<file path="src/rtl/program_sequencer.sv">
// program_sequencer: 8-bit fetch sequencer with JMP/JNZ redirect,
// stall hold and a saturating retired-word counter.
module program_sequencer #(
  parameter logic [7:0] RESET_VECTOR = 8'h00,
  parameter int         CNT_W        = 16
) (
  input  logic             clock,
  input  logic             reset_n,
  input  logic             stall,
  input  logic             zero_flag,
  input  logic [7:0]       pm_data,
  output logic [7:0]       pm_addr,
  output logic [7:0]       ir,
  output logic [7:0]       ir_pc,
  output logic             ir_valid,
  output logic             jump_taken,
  output logic [CNT_W-1:0] retired_cnt
);

  typedef enum logic [1:0] {
    ST_RESET,
    ST_FILL,
    ST_RUN,
    ST_STALL
  } state_t;

  state_t     r_state;
  logic [7:0] r_pc;
  logic       r_fetch_valid;

  logic [3:0] w_op;
  logic [3:0] w_imm;
  logic [7:0] w_target;
  logic [7:0] w_pc_inc;
  logic       w_jmp;
  logic       w_jnz;
  logic       w_taken;
  logic       w_hold;
  logic       w_retire;
  logic       w_cnt_sat;

  assign w_op      = pm_data[7:4];
  assign w_imm     = pm_data[3:0];
  assign w_target  = {w_imm, 4'h0};
  assign w_pc_inc  = r_pc + 8'd1;
  assign w_jmp     = (w_op == 4'hE);
  assign w_jnz     = (w_op == 4'hF);
  assign w_taken   = w_jmp | (w_jnz & ~zero_flag);
  assign w_cnt_sat = &retired_cnt;

  assign w_hold = (r_state == ST_FILL)
                | (r_state == ST_STALL)
                | stall;

  assign w_retire = (r_state == ST_RUN)
                  & r_fetch_valid
                  & ~stall;

  // Stall outranks any redirect: a held jump word re-reads pc.
  always_comb begin
    pm_addr = r_pc;
    if (!reset_n || (r_state == ST_RESET)) begin
      pm_addr = RESET_VECTOR;
    end else if (w_hold) begin
      pm_addr = r_pc;
    end else if (w_retire && w_taken) begin
      pm_addr = w_target;
    end else if (w_retire) begin
      pm_addr = w_pc_inc;
    end
  end

  always_ff @(posedge clock) begin
    if (!reset_n) begin
      r_state       <= ST_RESET;
      r_pc          <= RESET_VECTOR;
      r_fetch_valid <= 1'b0;
      ir            <= 8'h00;
      ir_pc         <= 8'h00;
      ir_valid      <= 1'b0;
      jump_taken    <= 1'b0;
      retired_cnt   <= '0;
    end else begin
      r_pc          <= pm_addr;
      r_fetch_valid <= 1'b1;
      unique case (r_state)
        ST_RESET: r_state <= ST_FILL;
        ST_FILL:  r_state <= ST_RUN;
        ST_RUN,
        ST_STALL: r_state <= stall ? ST_STALL : ST_RUN;
        default:  r_state <= ST_RESET;
      endcase
      ir_valid   <= w_retire;
      jump_taken <= w_retire & w_taken;
      if (w_retire) begin
        ir    <= pm_data;
        ir_pc <= r_pc;
        if (!w_cnt_sat) begin
          retired_cnt <= retired_cnt + CNT_W'(1);
        end
      end
    end
  end

endmodule

</file>
<file path="config.mk">
export PLATFORM = sky130hd
export DESIGN_NAME = program_sequencer
export DESIGN_NICKNAME = d
export VERILOG_FILES = /design/src/rtl/program_sequencer.sv
export SDC_FILE = /design/constraint.sdc
export NUM_CORES = 1
export LEC_CHECK = 0
export ABC_CLOCK_PERIOD_IN_PS = 1900
export BUFFER_PORTS_ARGS = -buffer_cell sky130_fd_sc_hd__buf_4
export CORE_UTILIZATION = 45
export DETAILED_ROUTE_END_ITERATION = 10
export GPL_TIMING_DRIVEN = 0
export HOLD_SLACK_MARGIN = 0.05
export PLACE_DENSITY = 0.7
export SLEW_MARGIN = 20
export SYNTH_ARGS = -nofsm -noshare
export SYNTH_HDL_FRONTEND = slang
export SYNTH_SLANG_ARGS = --single-unit
</file>
<file path="constraint.sdc">
create_clock -name clock -period 1.9 [get_ports clock]
set_input_delay 0.19 -clock clock [delete_from_list [all_inputs] [get_ports clock]]
set_output_delay 0.19 -clock clock [all_outputs]
set_load 0.01 [all_outputs]
</file>
### Word-level counts from Yosys, hierarchy flattened

Cells that the tools add are included.

* reduce and logical (&&, ||, !) cells: 7
* bitwise gates (word level): 10
* eq/ne operators: 5
* add/subtract/negate cells: 2
* mux-type cells: 7

Operator list (number)
* 2-to-1 mux 8 bit: 4
* adder 16 x 1 -> 16 bit (second input constant): 1
* AND reduction 16 bit: 1
* adder 8 x 1 -> 8 bit (second input constant): 1
* == test 4 bit (second input constant): 2
* case mux 2 bit (3 select lines): 1
* AND 1 bit: 4
* == test 2 bit (second input constant): 2
* inverter 1 bit: 3
* OR 1 bit: 3
* == test 2 x 1 -> 1 bit (second input constant): 1
* logical NOT 2 bit: 1
* 2-to-1 mux 1 bit: 2
* AND reduction 2 bit: 1
* OR reduction 2 bit: 1
* logical AND 1 bit: 1
* logical NOT 1 bit: 1
* logical OR 1 bit: 1

* output and inout port bits: 42
* bits of input ports: 12
* register bits after elaboration: 45
* word-level logic and storage cells: 39

### Logic depth before layout (Yosys ltp)

* word-level depth: 7
* depth in mapped cells: 6
* gate-level depth less buffers: 5

### Least setup slack after synthesis

No wires, ideal clock.

* path type: register -> register
* from: register retired_cnt[2]
* to: register retired_cnt[11]
* cell stages (with the launch flop): 6
* arrival time: 1703 ps
* period minus slack after synthesis: 1773 ps
* setup slack: 127 ps
* library setup time: 70 ps
* path buffers: 1
* required time: 1830 ps
* cells stage by stage: dfxtp_1 -> nand3_2 -> or4_1 -> buf_2 -> or4_1 -> a21oi_1

* cells in the longest elaborated chain, start to end: 3
* elaborated cells between the ends (all ways): 4
* classes of those cells: add/sub: 1; bitwise: 1; reduce/logical: 2

RTL lines
* start, declared: line 17 `output logic [CNT_W-1:0] retired_cnt`
* start signal, assigned: line 99 `retired_cnt <= retired_cnt + CNT_W'(1);`
* branches (longest 3 deep; another with adder 16 x 1 -> 16 bit)

Parallel ways; which one is timed is not known.
A chain may end at the register's enable or synchronous reset.

### Final worst setup path

* from: register r_state[0]
* to: output pm_addr[3]

* cells in the longest elaborated chain, start to end: 7
* elaborated cells between the ends (all ways): 14
* classes of those cells: eq/ne: 3; mux: 4; bitwise: 4; reduce/logical: 3

RTL lines
* start, declared: line 27 `state_t r_state;`
* start signal, assigned: line 90 `ST_STALL: r_state <= stall ? ST_STALL : ST_RUN;`
* == test 2 bit: line 55 `assign w_retire = (r_state == ST_RUN)`
* AND 1 bit: line 56 `& r_fetch_valid`
* AND 1 bit: line 57 `& ~stall;`
* 2-to-1 mux 8 bit / logical AND 1 bit (equally long branches): line 68, 66
* 2-to-1 mux 8 bit: line 66 `end else if (w_retire && w_taken) begin`
* 2-to-1 mux 8 bit: line 64 `end else if (w_hold) begin`
* 2-to-1 mux 8 bit (*): line 62 `if (!reset_n || (r_state == ST_RESET)) begin`
* end, declared: line 12 `output logic [7:0] pm_addr,`

Every way passes the cells marked *; elsewhere a longest branch is shown, timed or not.

==> results.yml <==
logic_synthesis:
  synth_nets: 262
  syn_inst: 248
  synth-simple-area-share: 0.243
  muxShareOfSynthArea: 0.0150
  synth-seq-cells: 45
  syn_avg_cell_area_um2: 8.10
  synth-compound-area-share: 0.235
  yosys_warnings: 0
  synth_cell_types: 38
  synthesis.area_um2: 2010
  synth_xor_area_frac: 0.00436
  synth_top_family_by_area: "simple AND/OR/NAND/NOR gates"
  yosysSeqAreaShare: 0.449
  synth_adder_area_share: 0.0125
floorplanning:
  io_pins: 54
  placementRows: 23
  start_util: 0.485
  dieHeight_um: 68.8
  die_area_um2: 4730
  core_area_um2: 4140
  die_x_um: 68.8
global_route:
  grt_overflow: 0
  grt_pass1_vias: 1770
  grt_usage: 0.226
  grt_max_degree: 13
  antenna_found_initial: 0
  grt_pass1_wl_um: 8110
sta:
  tns_ns: -0.0454
  finalCritPeriodShare: 1.02
  drv_slew: 0
  slew_headroom: 0.645
  finalHoldViolations: 0
  setup_viol: 1
  hold_slack_ns: 0.150
  clock_skew_ns: 0.00247
  max_freq_mhz: 514
  min_period_ns: 1.95
  postLayoutSetupSlackWorst_ns: -0.0454
  tightest_slew_ns: 0.533
  rsz0062_at_grt: "true"
clocking:
  clk_path_buf_depth: 2
  cts_sinks: 45
  clock_latency_ns: 0.29
  cts.clk_slew.worst_paths_ns: 0.08
  tritoncts: "built"
  cts-root-buf: "clkbuf_8"
  htree_levels: 2
  cts_made_buffers: 5
min_path:
  min_path_type: "primary input to register"
  min_from: "pm_data[0]"
  hold-path-cell-count: 3
  worstHoldEndpoint: "ir[0]$_SDFFE_PN0P_"
setup_path:
  start_kind: "register"
  crit_required_ns: 1.71
  cp_max_fo: 4
  slowest_delay_ns: 0.49
  crit_arrival_ns: 1.76
  crit_chain: "nand4bb_4 > buf_8 > or4b_4 > a21oi_2 > buf_4"
  crit_path_top_delay_cell: "or4b_4"
  worstPathBufferInverterCount: 2
  critPathCaptureType: "output pin"
  r2r-start: "r_state[0]$_SDFF_PN0_"
  rr_worst_depth: 5
  rrSetupSlack_ns: 0.04
  worstReg2RegEnd: "retired_cnt[9]$_SDFFE_PN0P_"
  critPathKind: "register to output pin"
  crit_start: "r_state[0]$_SDFF_PN0_"
  crit_family: "simple AND/OR/NAND/NOR gates"
placement:
  gp_congestion: 0.825
  place_area_um2: 2470
  port_buffers: 53
  hpwl_um: 3580
job:
  cap_violations: 0
final_layout:
  n_antenna_cell: 0
  nets: 327
  layout_commonest_cell: "buf_4"
  final_cell_area_um2: 2730
  area.growth.synth_to_final_pct: 36.1
  drive_gt1_frac: 0.310
  final_cell_mix: "buf_4 (59), nand2_1 (47), a21oi_1 (38), dfxtp_1 (34), clkbuf_1 (9)"
drt:
  drt-total-wl_um: 5200
  viasPerCell: 5.59
  wl_per_cell_um: 14.3
  drc: 0
  vias: 2030
  detail-route-antenna-nets: 0
  drt-pass1-iter-count: 4
  first_iter_violations: 100
power_and_ir_drop:
  leakage_nw: 0.981
  p_per_area_nw_per_um2: 615
  ir_worst_vdd_mv: 0.450
run_status:
  status: "finished with violations"
  violations: "setup timing"
-- worst register-to-register path: cells and delay by family (launching register included) --
| kind | cells | cell delay, ns |
|---|---|---|
| DFF | 1 | 0.34 |
| AOI/OAI and AO/OA | 1 | 0.13 |
| and+or+nand+nor | 3 | 1.14 |
| buffers and inverters | 1 | 0.17 |
-- cell families after synthesis --
kind of cell,after synthesis
AOI/OAI and AO/OA,79
xor gates and xnor gates,1
adders and majority gates,2
buffers and inverters,22
DFF,45
muxes,3
and+or+nand+nor,96
-- Yosys cell counts --
master	instances	area [um2]
buf_2	1	5.00
nand4_1	5	31.3
o21a_1	2	15.0
dfxtp_1	45	901
mux2i_1	3	30.0
clkbuf_1	15	56.3
a2111o_1	1	11.3
nor2_1	4	15.0
o2bb2ai_1	2	17.5
or4_1	4	30.0
o21ai_1	1	5.00
o31ai_1	4	30.0
nand2b_1	2	12.5
nor4bb_1	1	10.0
nand2_1	47	176
o211ai_1	1	7.51
nor3_1	3	15.0
xor2_1	1	8.76
o21bai_1	2	15.0
nand3_1	8	40.0
nand4b_1	1	8.76
and3_1	2	12.5
or3_1	8	50.1
nand4bb_1	1	11.3
ha_1	2	25.0
a21boi_0	2	15.0
and4_1	2	17.5
o31a_1	2	17.5
o21ai_0	12	60.1
nand3_2	1	10.0
inv_1	5	18.8
clkinv_1	1	3.75
or4b_2	1	10.0
a21oi_1	40	200
nor4_1	5	31.3
a211oi_1	8	60.1
or2_2	1	6.26
o32ai_1	2	17.5
-- worst max-delay path by stage --
stage	to	slack [ns]	depth (start not counted)
2_1_floorplan	retired_cnt[11]$_SDFFE_PN0P_	0.13	5
3_3_place_gp	pm_addr[3]	-0.11	5
3_5_place_dp	pm_addr[3]	-0.13	5
4_1_cts	pm_addr[3]	-0.05	5
5_1_grt	pm_addr[3]	-0.1	5
6_report	pm_addr[3]	-0.05	5
-- power by group --
group | internal (mW) | total (mW) | switching, mW
Clock | 0.289 | 0.589 | 0.301
Sequential | 0.951 | 0.964 | 0.0128
Combinational | 0.0537 | 0.127 | 0.0731
-- registers in the layout, summed over array words and instances, names as in the netlist --
name           flops
ir_valid           1
ir_pc              8
ir                 8
retired_cnt       16
jump_taken         1
r_fetch_valid      1
r_state            2
r_pc               8
-- stage by stage --
stage / setup slack [ns] / util / std cells / power (mW)
after global routing: -0.0994 / 0.660 / 363 / 1.73
after global placement: -0.110 / 0.596 / 351 / 1.09
after CTS: -0.0491 / 0.638 / 362 / 1.69
final: -0.0454 / 0.660 / 363 / 1.68
after floorplan: 0.127 / - / 248 / 1.04
after detailed placement: -0.126 / 0.596 / 351 / 1.09
-- layer usage --
| layer | GRT usage | wire length [um] | vias to the layer above |
|---|---|---|---|
| met5 | 0 | 0 | - |
| met4 | 0.0689 | 38 | 0 |
| met3 | 0.0411 | 253 | 5 |
| met2 | 0.374 | 2500 | 64 |
| met1 | 0.298 | 2400 | 931 |
| li1 | - | - | 1030 |
-- what timing repair did --
item / 4_1_cts / 5_1_grt
pin swaps: 4 / 6
hold endpoints to repair: 1 / 0
setup buffers: 3 / 1
hold buffers: 1 / 0
setup endpoints to repair: 12 / 22
resized for setup: 19 / 33
cloned: 0 / 0
-- layout make-up --
class | instances | area [um2]
repair buffers | 58 | 438
multi-input cells | 181 | 1110
fillers | 373 | 1410
plain buffers | 16 | 93.8
inverters | 6 | 22.5
well taps | 50 | 62.6
flip-flops and latches | 45 | 922
clock buffers | 7 | 86.3
Power figures use the tool's default switching activity.
